[src/rtl/arb_pkg.sv]
// Shared types for mem_arbiter: FSM states, owner tags and line geometry.
package arb_pkg;
  typedef enum logic [1:0] {IDLE, SERVE_I, SERVE_D, RELEASE} arb_state_t;
  typedef enum logic {OWN_I, OWN_D} arb_owner_t;
  localparam int LINE_OFFSET_BITS = 5;
endpackage

[src/rtl/mem_arbiter_if.sv]
// Cache-side and memory-side signals of mem_arbiter.
// slave: arbiter view. master: environment view (caches + memory).
interface mem_arbiter_if #(
  parameter int LINE_W = 256,
  parameter int ADDR_W = 32
);
  logic              i_read;
  logic [ADDR_W-1:0] i_address;
  logic [LINE_W-1:0] i_rdata;
  logic              i_resp;
  logic              d_read;
  logic              d_write;
  logic [ADDR_W-1:0] d_address;
  logic [LINE_W-1:0] d_wdata;
  logic [LINE_W-1:0] d_rdata;
  logic              d_resp;
  logic              pmem_read;
  logic              pmem_write;
  logic [ADDR_W-1:0] pmem_address;
  logic [LINE_W-1:0] pmem_wdata;
  logic [LINE_W-1:0] pmem_rdata;
  logic              pmem_resp;

  modport slave (
    input  i_read, i_address, d_read, d_write, d_address, d_wdata,
           pmem_rdata, pmem_resp,
    output i_rdata, i_resp, d_rdata, d_resp,
           pmem_read, pmem_write, pmem_address, pmem_wdata
  );

  modport master (
    output i_read, i_address, d_read, d_write, d_address, d_wdata,
           pmem_rdata, pmem_resp,
    input  i_rdata, i_resp, d_rdata, d_resp,
           pmem_read, pmem_write, pmem_address, pmem_wdata
  );
endinterface

[src/rtl/mem_arbiter.sv]
// Two-requester (icache/dcache) arbiter for the single cacheline memory port.
// One outstanding transaction; grant locked until pmem_resp, then one
// RELEASE cycle so the owner can drop its request.
// Optional feature: ARB_ROUND_ROBIN_EN selects round-robin on ties;
// otherwise D wins ties.
module mem_arbiter
  import arb_pkg::*;
#(
  parameter int LINE_W = 256,
  parameter int ADDR_W = 32
) (
  input  logic           clk,
  input  logic           rst,
  mem_arbiter_if.slave   bus
);

  localparam logic [ADDR_W-1:0] OFF_MASK = ADDR_W'((1 << LINE_OFFSET_BITS) - 1);

  arb_state_t        state, nxt;
  logic [ADDR_W-1:0] addr_q;
  logic [LINE_W-1:0] wdata_q;
  logic              wr_q;
  logic              i_req, d_req, tie_d, gnt_i, gnt_d;

  assign i_req = bus.i_read;
  assign d_req = bus.d_read | bus.d_write;

`ifdef ARB_ROUND_ROBIN_EN
  arb_owner_t last;
  assign tie_d = (last == OWN_I);

  // Remember who was granted last so the next tie goes to the other side.
  always_ff @(posedge clk or posedge rst) begin
    if (rst)                          last <= OWN_I;
    else if (state == IDLE && gnt_d)  last <= OWN_D;
    else if (state == IDLE && gnt_i)  last <= OWN_I;
  end
`else
  assign tie_d = 1'b1;
`endif

  // Grant decision; only consulted in IDLE.
  assign gnt_d = d_req & (~i_req | tie_d);
  assign gnt_i = i_req & ~gnt_d;

  // State register.
  always_ff @(posedge clk or posedge rst) begin
    if (rst) state <= IDLE;
    else     state <= nxt;
  end

  // Next state and all cache/memory-facing outputs.
  always_comb begin
    nxt              = state;
    bus.pmem_read    = 1'b0;
    bus.pmem_write   = 1'b0;
    bus.pmem_address = addr_q;
    bus.pmem_wdata   = wdata_q;
    bus.i_resp       = 1'b0;
    bus.d_resp       = 1'b0;
    bus.i_rdata      = bus.pmem_rdata;
    bus.d_rdata      = bus.pmem_rdata;
    case (state)
      IDLE: begin
        if (gnt_d)      nxt = SERVE_D;
        else if (gnt_i) nxt = SERVE_I;
      end
      SERVE_I: begin
        bus.pmem_read = 1'b1;
        bus.i_resp    = bus.pmem_resp;
        if (bus.pmem_resp) nxt = RELEASE;
      end
      SERVE_D: begin
        bus.pmem_read  = ~wr_q;
        bus.pmem_write = wr_q;
        bus.d_resp     = bus.pmem_resp;
        if (bus.pmem_resp) nxt = RELEASE;
      end
      RELEASE: nxt = IDLE;
      default: nxt = IDLE;
    endcase
  end

  // Capture the winner's request on the grant edge; pmem_* come only from here.
  always_ff @(posedge clk or posedge rst) begin
    if (rst) begin
      addr_q  <= '0;
      wdata_q <= '0;
      wr_q    <= 1'b0;
    end else if (state == IDLE && gnt_d) begin
      addr_q  <= bus.d_address & ~OFF_MASK;
      wdata_q <= bus.d_wdata;
      wr_q    <= bus.d_write;
    end else if (state == IDLE && gnt_i) begin
      addr_q  <= bus.i_address & ~OFF_MASK;
      wr_q    <= 1'b0;
    end
  end

`ifndef SYNTHESIS
  // Simultaneous dcache read and write is illegal; the write is served.
  always @(posedge clk) begin
    if (!rst)
      assert (!(bus.d_read && bus.d_write))
        else $warning("mem_arbiter: d_read and d_write both high, write wins");
  end
`endif

endmodule
[src/flat_wrapper.sv]
// flat-port wrapper written by rule: the top's interface ports become plain ports
module mem_arbiter_flat import arb_pkg::*;
#(
  parameter int LINE_W = 256,
  parameter int ADDR_W = 32
)
  (clk, rst, bus_i_read, bus_i_address, bus_d_read, bus_d_write, bus_d_address, bus_d_wdata, bus_pmem_rdata, bus_pmem_resp, bus_i_rdata, bus_i_resp, bus_d_rdata, bus_d_resp, bus_pmem_read, bus_pmem_write, bus_pmem_address, bus_pmem_wdata);
  mem_arbiter_if #(.LINE_W(LINE_W), .ADDR_W(ADDR_W)) bus_i ();
  input  logic clk;
  input  logic rst;
  input wire logic [$bits(bus_i.i_read)-1:0] bus_i_read;
  input wire logic [$bits(bus_i.i_address)-1:0] bus_i_address;
  input wire logic [$bits(bus_i.d_read)-1:0] bus_d_read;
  input wire logic [$bits(bus_i.d_write)-1:0] bus_d_write;
  input wire logic [$bits(bus_i.d_address)-1:0] bus_d_address;
  input wire logic [$bits(bus_i.d_wdata)-1:0] bus_d_wdata;
  input wire logic [$bits(bus_i.pmem_rdata)-1:0] bus_pmem_rdata;
  input wire logic [$bits(bus_i.pmem_resp)-1:0] bus_pmem_resp;
  output wire logic [$bits(bus_i.i_rdata)-1:0] bus_i_rdata;
  output wire logic [$bits(bus_i.i_resp)-1:0] bus_i_resp;
  output wire logic [$bits(bus_i.d_rdata)-1:0] bus_d_rdata;
  output wire logic [$bits(bus_i.d_resp)-1:0] bus_d_resp;
  output wire logic [$bits(bus_i.pmem_read)-1:0] bus_pmem_read;
  output wire logic [$bits(bus_i.pmem_write)-1:0] bus_pmem_write;
  output wire logic [$bits(bus_i.pmem_address)-1:0] bus_pmem_address;
  output wire logic [$bits(bus_i.pmem_wdata)-1:0] bus_pmem_wdata;
  assign bus_i.i_read = bus_i_read;
  assign bus_i.i_address = bus_i_address;
  assign bus_i.d_read = bus_d_read;
  assign bus_i.d_write = bus_d_write;
  assign bus_i.d_address = bus_d_address;
  assign bus_i.d_wdata = bus_d_wdata;
  assign bus_i.pmem_rdata = bus_pmem_rdata;
  assign bus_i.pmem_resp = bus_pmem_resp;
  assign bus_i_rdata = bus_i.i_rdata;
  assign bus_i_resp = bus_i.i_resp;
  assign bus_d_rdata = bus_i.d_rdata;
  assign bus_d_resp = bus_i.d_resp;
  assign bus_pmem_read = bus_i.pmem_read;
  assign bus_pmem_write = bus_i.pmem_write;
  assign bus_pmem_address = bus_i.pmem_address;
  assign bus_pmem_wdata = bus_i.pmem_wdata;
  mem_arbiter #(.LINE_W(LINE_W), .ADDR_W(ADDR_W)) u_core (.clk(clk), .rst(rst), .bus(bus_i));
endmodule
[config.mk]
export PLATFORM = sky130hd
export DESIGN_NAME = mem_arbiter_flat
export DESIGN_NICKNAME = d
export VERILOG_FILES = /design/src/rtl/arb_pkg.sv /design/src/rtl/mem_arbiter_if.sv /design/src/rtl/mem_arbiter.sv /design/src/flat_wrapper.sv
export SDC_FILE = /design/constraint.sdc
export NUM_CORES = 1
export LEC_CHECK = 0
export ABC_AREA = 1
export CORE_AREA = 5 5 529 531
export DETAILED_ROUTE_END_ITERATION = 16
export DIE_AREA = 0 0 534 536
export SLEW_MARGIN = 20
export SYNTH_ARGS = -nofsm -noshare
export SYNTH_HDL_FRONTEND = slang
export SYNTH_SLANG_ARGS = --single-unit
[constraint.sdc]
create_clock -name clk -period 21 [get_ports clk]
set_clock_uncertainty 0.1 [all_clocks]
set_input_delay 2.1 -clock clk [delete_from_list [all_inputs] [get_ports clk]]
set_output_delay 2.1 -clock clk [all_outputs]
set_load 0.1 [all_outputs]
==> impl_metrics.toml, run 1 <==
[critical_path]
startpoint_type = "input pin"
rr_worst_depth = 8
path_cells = "clkdlybuf4s50_1, nand2_1, inv_1, buf_2"
critPathKind = "input pin to output port"
timing.rr.end = "u_core.bus.pmem_wdata[138]"
critPathMaxFanout = 3
rr_startpoint = "u_core.state[0]"
cpMaxStageDelayCell = "buf_2"
required_ps = 18800
crit_path_end_kind = "output port"
rrSetupSlack_ps = 17690
cpPeakStageDelay_ps = 690
worstPathArrival_ps = 3490

[sta]
rsz0062_at_grt = "no"
post-route-period-util = 0.271
finalHoldViolCount = 0
drv_slew = 0
setup_viol = 0
max_slew_margin = 0.176
tightest_slew_ps = 1230
min_period_ps = 5690
worst_slack_ps = 15310
setup_tns_ps = 0
fmaxAchievable_ghz = 0.176

[route]
first_iter_violations = 889
drt-wirelength-per-cell_microns = 33.3
drt_wl_total_mm = 185
ant_nets = 0
dr.pass1.iters = 5
drc_errors = 0
vias = 12923
vias_per_cell = 2.32

[synth]
avgSynthCellArea_sq_um = 8.37
synth_top_cell_by_area = "dfrtp_1"
syn_area_sq_um = 15600
synth_area_leaders = "dfrtp_1 46%, buf_4 25%, nand2_1 15%"
ys_types = 21
yosysSeqAreaShare = 0.457
yosys.area.top_type_share = 0.457
synthMostInstantiatedCell = "nand2_1"
yosys_most_used_dff = "dfrtp_1"
ys_ff_latch = 286
postSynth.asyncResetShare = 1.00
syn_inst = 1869
ys.warnings.count = 0
synth-edff-count = 0
synthTopCellsByCount = "605 x nand2_1, 522 x buf_4, 286 x dfrtp_1, 286 x nand3_1, 72 x buf_2"

[finish]
drive_gt1_frac = 0.132
final_cells = 5576
nFillCells = 31935
register_area_sq_um = 7160
area_growth_pct = 47.8
fin_area_sq_um = 23100
nets = 2510
multi_input_area_sq_um = 4040

[clocking]
htreeDepth = 2
clk_pin_slew_ps = 60
clkSinkCount = 286
cts_setup_buffers = 0
ctsResizeCount = 0
clk_latency_ps = 680
cts_hold_buf = 0
cts_buffer_depth = 3
cts_tree = "yes"
clock_tree.root_cell = "clkbuf_16"
numCtsBuffers = 43

[placed_design]
place_area_sq_um = 21600
pre_cts_slack_ps = 15270
hpwl_mm = 166
gp_congestion = 0.843
dp_cells = 5486
portBuffers = 602

[floorplan]
rows = 193
die_h_microns = 536
io_pins = 1386
dieWidth_microns = 534
start_util = 0.0569
dieArea_sq_um = 286000
coreArea_sq_um = 275000

[status]
status = "finished clean"

[global_routing]
antenna_found_initial = 81
grt_start_max_net_pins = 148
grt_pass1_vias = 13115
grtUsageTotal = 0.124
grt_pass1_wl_mm = 215
overflow = 0

[worst_hold_path]
holdPathStages = 2
hold_end = "u_core.bus.pmem_wdata[80]"
hold_start = "u_core.bus.pmem_wdata[80]"
hold_path_class = "register to register"

[pwr]
sequentialPowerShare = 0.181
switching_share = 0.651
leakagePower_nw = 9.72
irDropWorstVdd_mv = 0.126
p_int_w = 0.00188
power.clock.fraction = 0.149
p_sw_w = 0.00351
power.density_nw_per_um2 = 233
pwr-share-comb = 0.669

[run]
drv_cap = 0
[layer usage]
layer  wire length [microns]  share of wire  vias to the layer above  track usage
met5                     126        0.00068                        -      0.00266
met2                   75700           0.41                     1410        0.179
met4                   10300          0.056                        8       0.0572
met3                   65700           0.35                      440        0.204
li1                        -              -                     5429            -
met1                   33700           0.18                     5636       0.0676
[worst max-delay path by stage]
stage | from | to | slack, ps | cells past startpoint
after global routing | bus_pmem_resp | bus_i_resp | 15200 | 4
after detailed placement | bus_pmem_resp | bus_i_resp | 15270 | 4
after CTS | bus_pmem_resp | bus_i_resp | 15270 | 4
final | bus_pmem_resp | bus_i_resp | 15310 | 4
after floorplan | rst | u_core.bus.pmem_address[10] | 10910 | 1
after global placement | bus_pmem_resp | bus_i_resp | 15280 | 4
[area by class of cell]
class | count | area share
sequential | 286 | 0.309
timing repair buffer | 618 | 0.249
tap | 3607 | 0.195
multi-input combinational | 936 | 0.175
clock buffer | 58 | 0.0528
clock inverter | 22 | 0.0114
inverter | 39 | 0.00698
antenna | 10 | 0.00108
[placed cells by master (no fill, tap or decap), drive strengths merged]
master / instances
dfrtp: 286
nor2: 2
ha: 4
clkbuf: 60
nand2: 605
or2: 28
buf: 174
a21oi: 2
conb: 5
o21ai: 4
bufinv: 3
clkdlybuf4s50: 442
nand3: 286
clkinvlp: 4
clkinv: 7
diode: 10
inv: 47
[state kept, by name (all words and copies together), names as in the netlist]
signal	count
u_core.wr_q	1
u_core.bus.pmem_wdata	256
u_core.state	2
u_core.bus.pmem_address	27
[critical path, delay by kind of cell]
family	cells	cell delay, ps
buf+inv	3	1280
simple gates	1	100
[cell families after synthesis]
| family | Yosys count | share of synthesized area |
|---|---|---|
| buf+inv | 651 | 0.287 |
| other cells | 1 | 0.000240 |
| simple gates | 921 | 0.249 |
| compound gates | 6 | 0.00336 |
| fa+ha+maj | 4 | 0.00320 |
| flops | 286 | 0.457 |
[stage by stage]
step	utilization	hold slack, ps	power [W]
floorplan	-	369	0.00384
global placement	0.0786	362	0.00467
detailed placement	0.0786	362	0.00466
CTS	0.0840	377	0.00553
global route	0.0841	403	0.00571
finish	0.0841	376	0.00540
[power groups by stage]
stage | clock (W) | sequential [W] | combinational (W)
2_1_floorplan | 0 | 0.00284 | 0.000995
3_3_place_gp | 0 | 0.000972 | 0.00369
3_5_place_dp | 0 | 0.000975 | 0.00369
4_1_cts | 0.000856 | 0.000978 | 0.00369
5_1_grt | 0.000866 | 0.00101 | 0.00383
6_report | 0.000806 | 0.000978 | 0.00361
Note: power is estimated with default switching activity, not from simulation.
==> inputs of run 2 (changes only) <==
--- a/config.mk
+++ b/config.mk
@@ -6,9 +6,9 @@
 export NUM_CORES = 1
 export LEC_CHECK = 0
 export ABC_AREA = 1
-export CORE_AREA = 5 5 529 531
+export CORE_AREA = 5 5 538 540
 export DETAILED_ROUTE_END_ITERATION = 16
-export DIE_AREA = 0 0 534 536
+export DIE_AREA = 0 0 543 545
 export SLEW_MARGIN = 20
 export SYNTH_ARGS = -nofsm -noshare
 export SYNTH_HDL_FRONTEND = slang
==> constraint.sdc (replaced) <==
create_clock -name clk -period 5.04 [get_ports clk]
set_clock_uncertainty 0.1 [all_clocks]
set_input_delay 0.504 -clock clk [delete_from_list [all_inputs] [get_ports clk]]
set_output_delay 0.504 -clock clk [all_outputs]
set_load 0.1 [all_outputs]
==> run 2 against run 1 <==
  * Sequential share of layout area fell by 0.33 points
  * Non-clock buffer count is 1 higher
  * Total power rose to 4.2 times the previous value
  * Combinational power grew to 4.2 times the previous value
  * Sequential power rose to 4.2 times the previous value
  * Die area up 3.4%
  * Critical path depth increased by 1
  * Cell count rose by 2.9%
  * Worst setup slack got worse by 14000 ps
  * Design area rose by 1.1%
  * Count of clock-buffer cells in the layout shrank 4
  * Global-route usage fell by 0.30 points
==> impl_metrics.toml, run 2 (same netlist as run 1, synthesis figures left out) <==
[status]
status = "finished clean"

[sta]
post-route-period-util = 0.665
fmaxAchievable_ghz = 0.298
tightest_slew_ps = 1190
finalHoldViolCount = 0
drv_slew = 0
max_slew_margin = 0.204
rsz0062_at_grt = "no"
setup_tns_ps = 0
setup_viol = 0
min_period_ps = 3350

[critical_path]
critPathMostFrequentCell = "inv_1"
critical_path_buf_inv_count = 3
cpMaxStageDelayCell = "clkdlybuf4s50_1"
cpPeakStageDelay_ps = 1220
rr_worst_depth = 6
critPathTopFamily = "buffers and inverters"
startpoint_type = "register"
critPathKind = "register to output port"
crit_start = "u_core.state[0]"
rr_startpoint = "u_core.state[1]"
required_ps = 4440
crit_cells = 5
crit_path_end_kind = "output port"
critPathMaxFanout = 3
worstPathArrival_ps = 2750
path_cells = "inv_1, ha_1, nand2_1, inv_1, clkdlybuf4s50_1"

[route]
drc_errors = 0
dr.pass1.iters = 5
drt_wl_total_mm = 188
drt-wirelength-per-cell_microns = 32.8
ant_nets = 0
first_iter_violations = 969
vias = 13165
vias_per_cell = 2.30

[worst_hold_path]
hold_path_class = "input pin to asynchronous set/reset pin"

[finish]
largest_reg_flops = 256
final_common_cell = "nand2_1"
final_cells = 5736
drive_gt1_frac = 0.130
nets = 2511
register_area_sq_um = 7160
layout_common_cells = "605 x nand2_1, 442 x clkdlybuf4s50_1, 286 x nand3_1, 286 x dfrtp_1, 154 x buf_4"
multi_input_area_sq_um = 4040
area_growth_pct = 49.4
nFillCells = 33196

[global_routing]
antenna_found_initial = 95
overflow = 0
grt_pass1_vias = 12966
grtUsageTotal = 0.121
grt_start_max_net_pins = 143
grt_pass1_wl_mm = 216

[run]
drv_cap = 0

[floorplan]
dieWidth_microns = 543
start_util = 0.0551
coreArea_sq_um = 284000
die_h_microns = 545
rows = 196
io_pins = 1386
dieArea_sq_um = 296000

[clocking]
cts_tree = "yes"
cts_setup_buffers = 0
cts_hold_buf = 0
clk_latency_ps = 660
clk_pin_slew_ps = 60
cts_buffer_depth = 3
ctsResizeCount = 0
numCtsBuffers = 43
clkSinkCount = 286
clock_tree.root_cell = "clkbuf_16"
htreeDepth = 2

[pwr]
leakagePower_nw = 9.74
power.density_nw_per_um2 = 966
irDropWorstVdd_mv = 0.537

[placed_design]
hpwl_mm = 167
portBuffers = 602
gp_congestion = 0.839
dp_cells = 5642
[run 2: metrics by stage]
step | worst slack, ps | util | cell area (sq um) | total power [W] | hold WS (ps)
floorplan | 645 | - | 15700 | 0.0160 | 369
detailed placement | 1640 | 0.0771 | 21900 | 0.0195 | 361
finish | 1690 | 0.0823 | 23400 | 0.0226 | 195
global placement | 1640 | 0.0771 | 21900 | 0.0195 | 362
global route | 1520 | 0.0822 | 23400 | 0.0238 | 210
CTS | 1560 | 0.0822 | 23300 | 0.0231 | 139
[run 2: area by class of cell]
type,count,share of cell area
Sequential cell,286,0.306
Timing Repair Buffer,619,0.249
Tap cell,3762,0.201
Multi-Input combinational cell,936,0.173
Clock buffer,54,0.0495
Clock inverter,23,0.0125
Inverter,39,0.00674
Antenna cell,17,0.00182
[run 2: worst paths after layout]
path | end | slack, ps
min reg2reg | u_core.bus.pmem_wdata[193] | 370
max reg2reg | u_core.bus.pmem_address[25] | 2550
max in group asynchronous | u_core.bus.pmem_wdata[177] | 3340
min | u_core.bus.pmem_wdata[200] | 190
min in group clk | u_core.bus.pmem_wdata[33] | 270
max | bus_d_resp | 1690
[run 2: per-layer routing]
| metal | share of wire | global-route usage | vias to the layer above |
|---|---|---|---|
| met5 | 0.0017 | 0.00519 | - |
| met4 | 0.060 | 0.0617 | 22 |
| met3 | 0.35 | 0.196 | 492 |
| met2 | 0.41 | 0.176 | 1440 |
| met1 | 0.18 | 0.0638 | 5751 |
| li1 | - | - | 5460 |
[run 2: power breakdown]
group          leakage, nW  internal, W  switching [W]
registers             3.54      0.00342       0.000666
logic                 5.48      0.00258         0.0126
clock network        0.713      0.00190        0.00148
total                 9.74      0.00790         0.0147
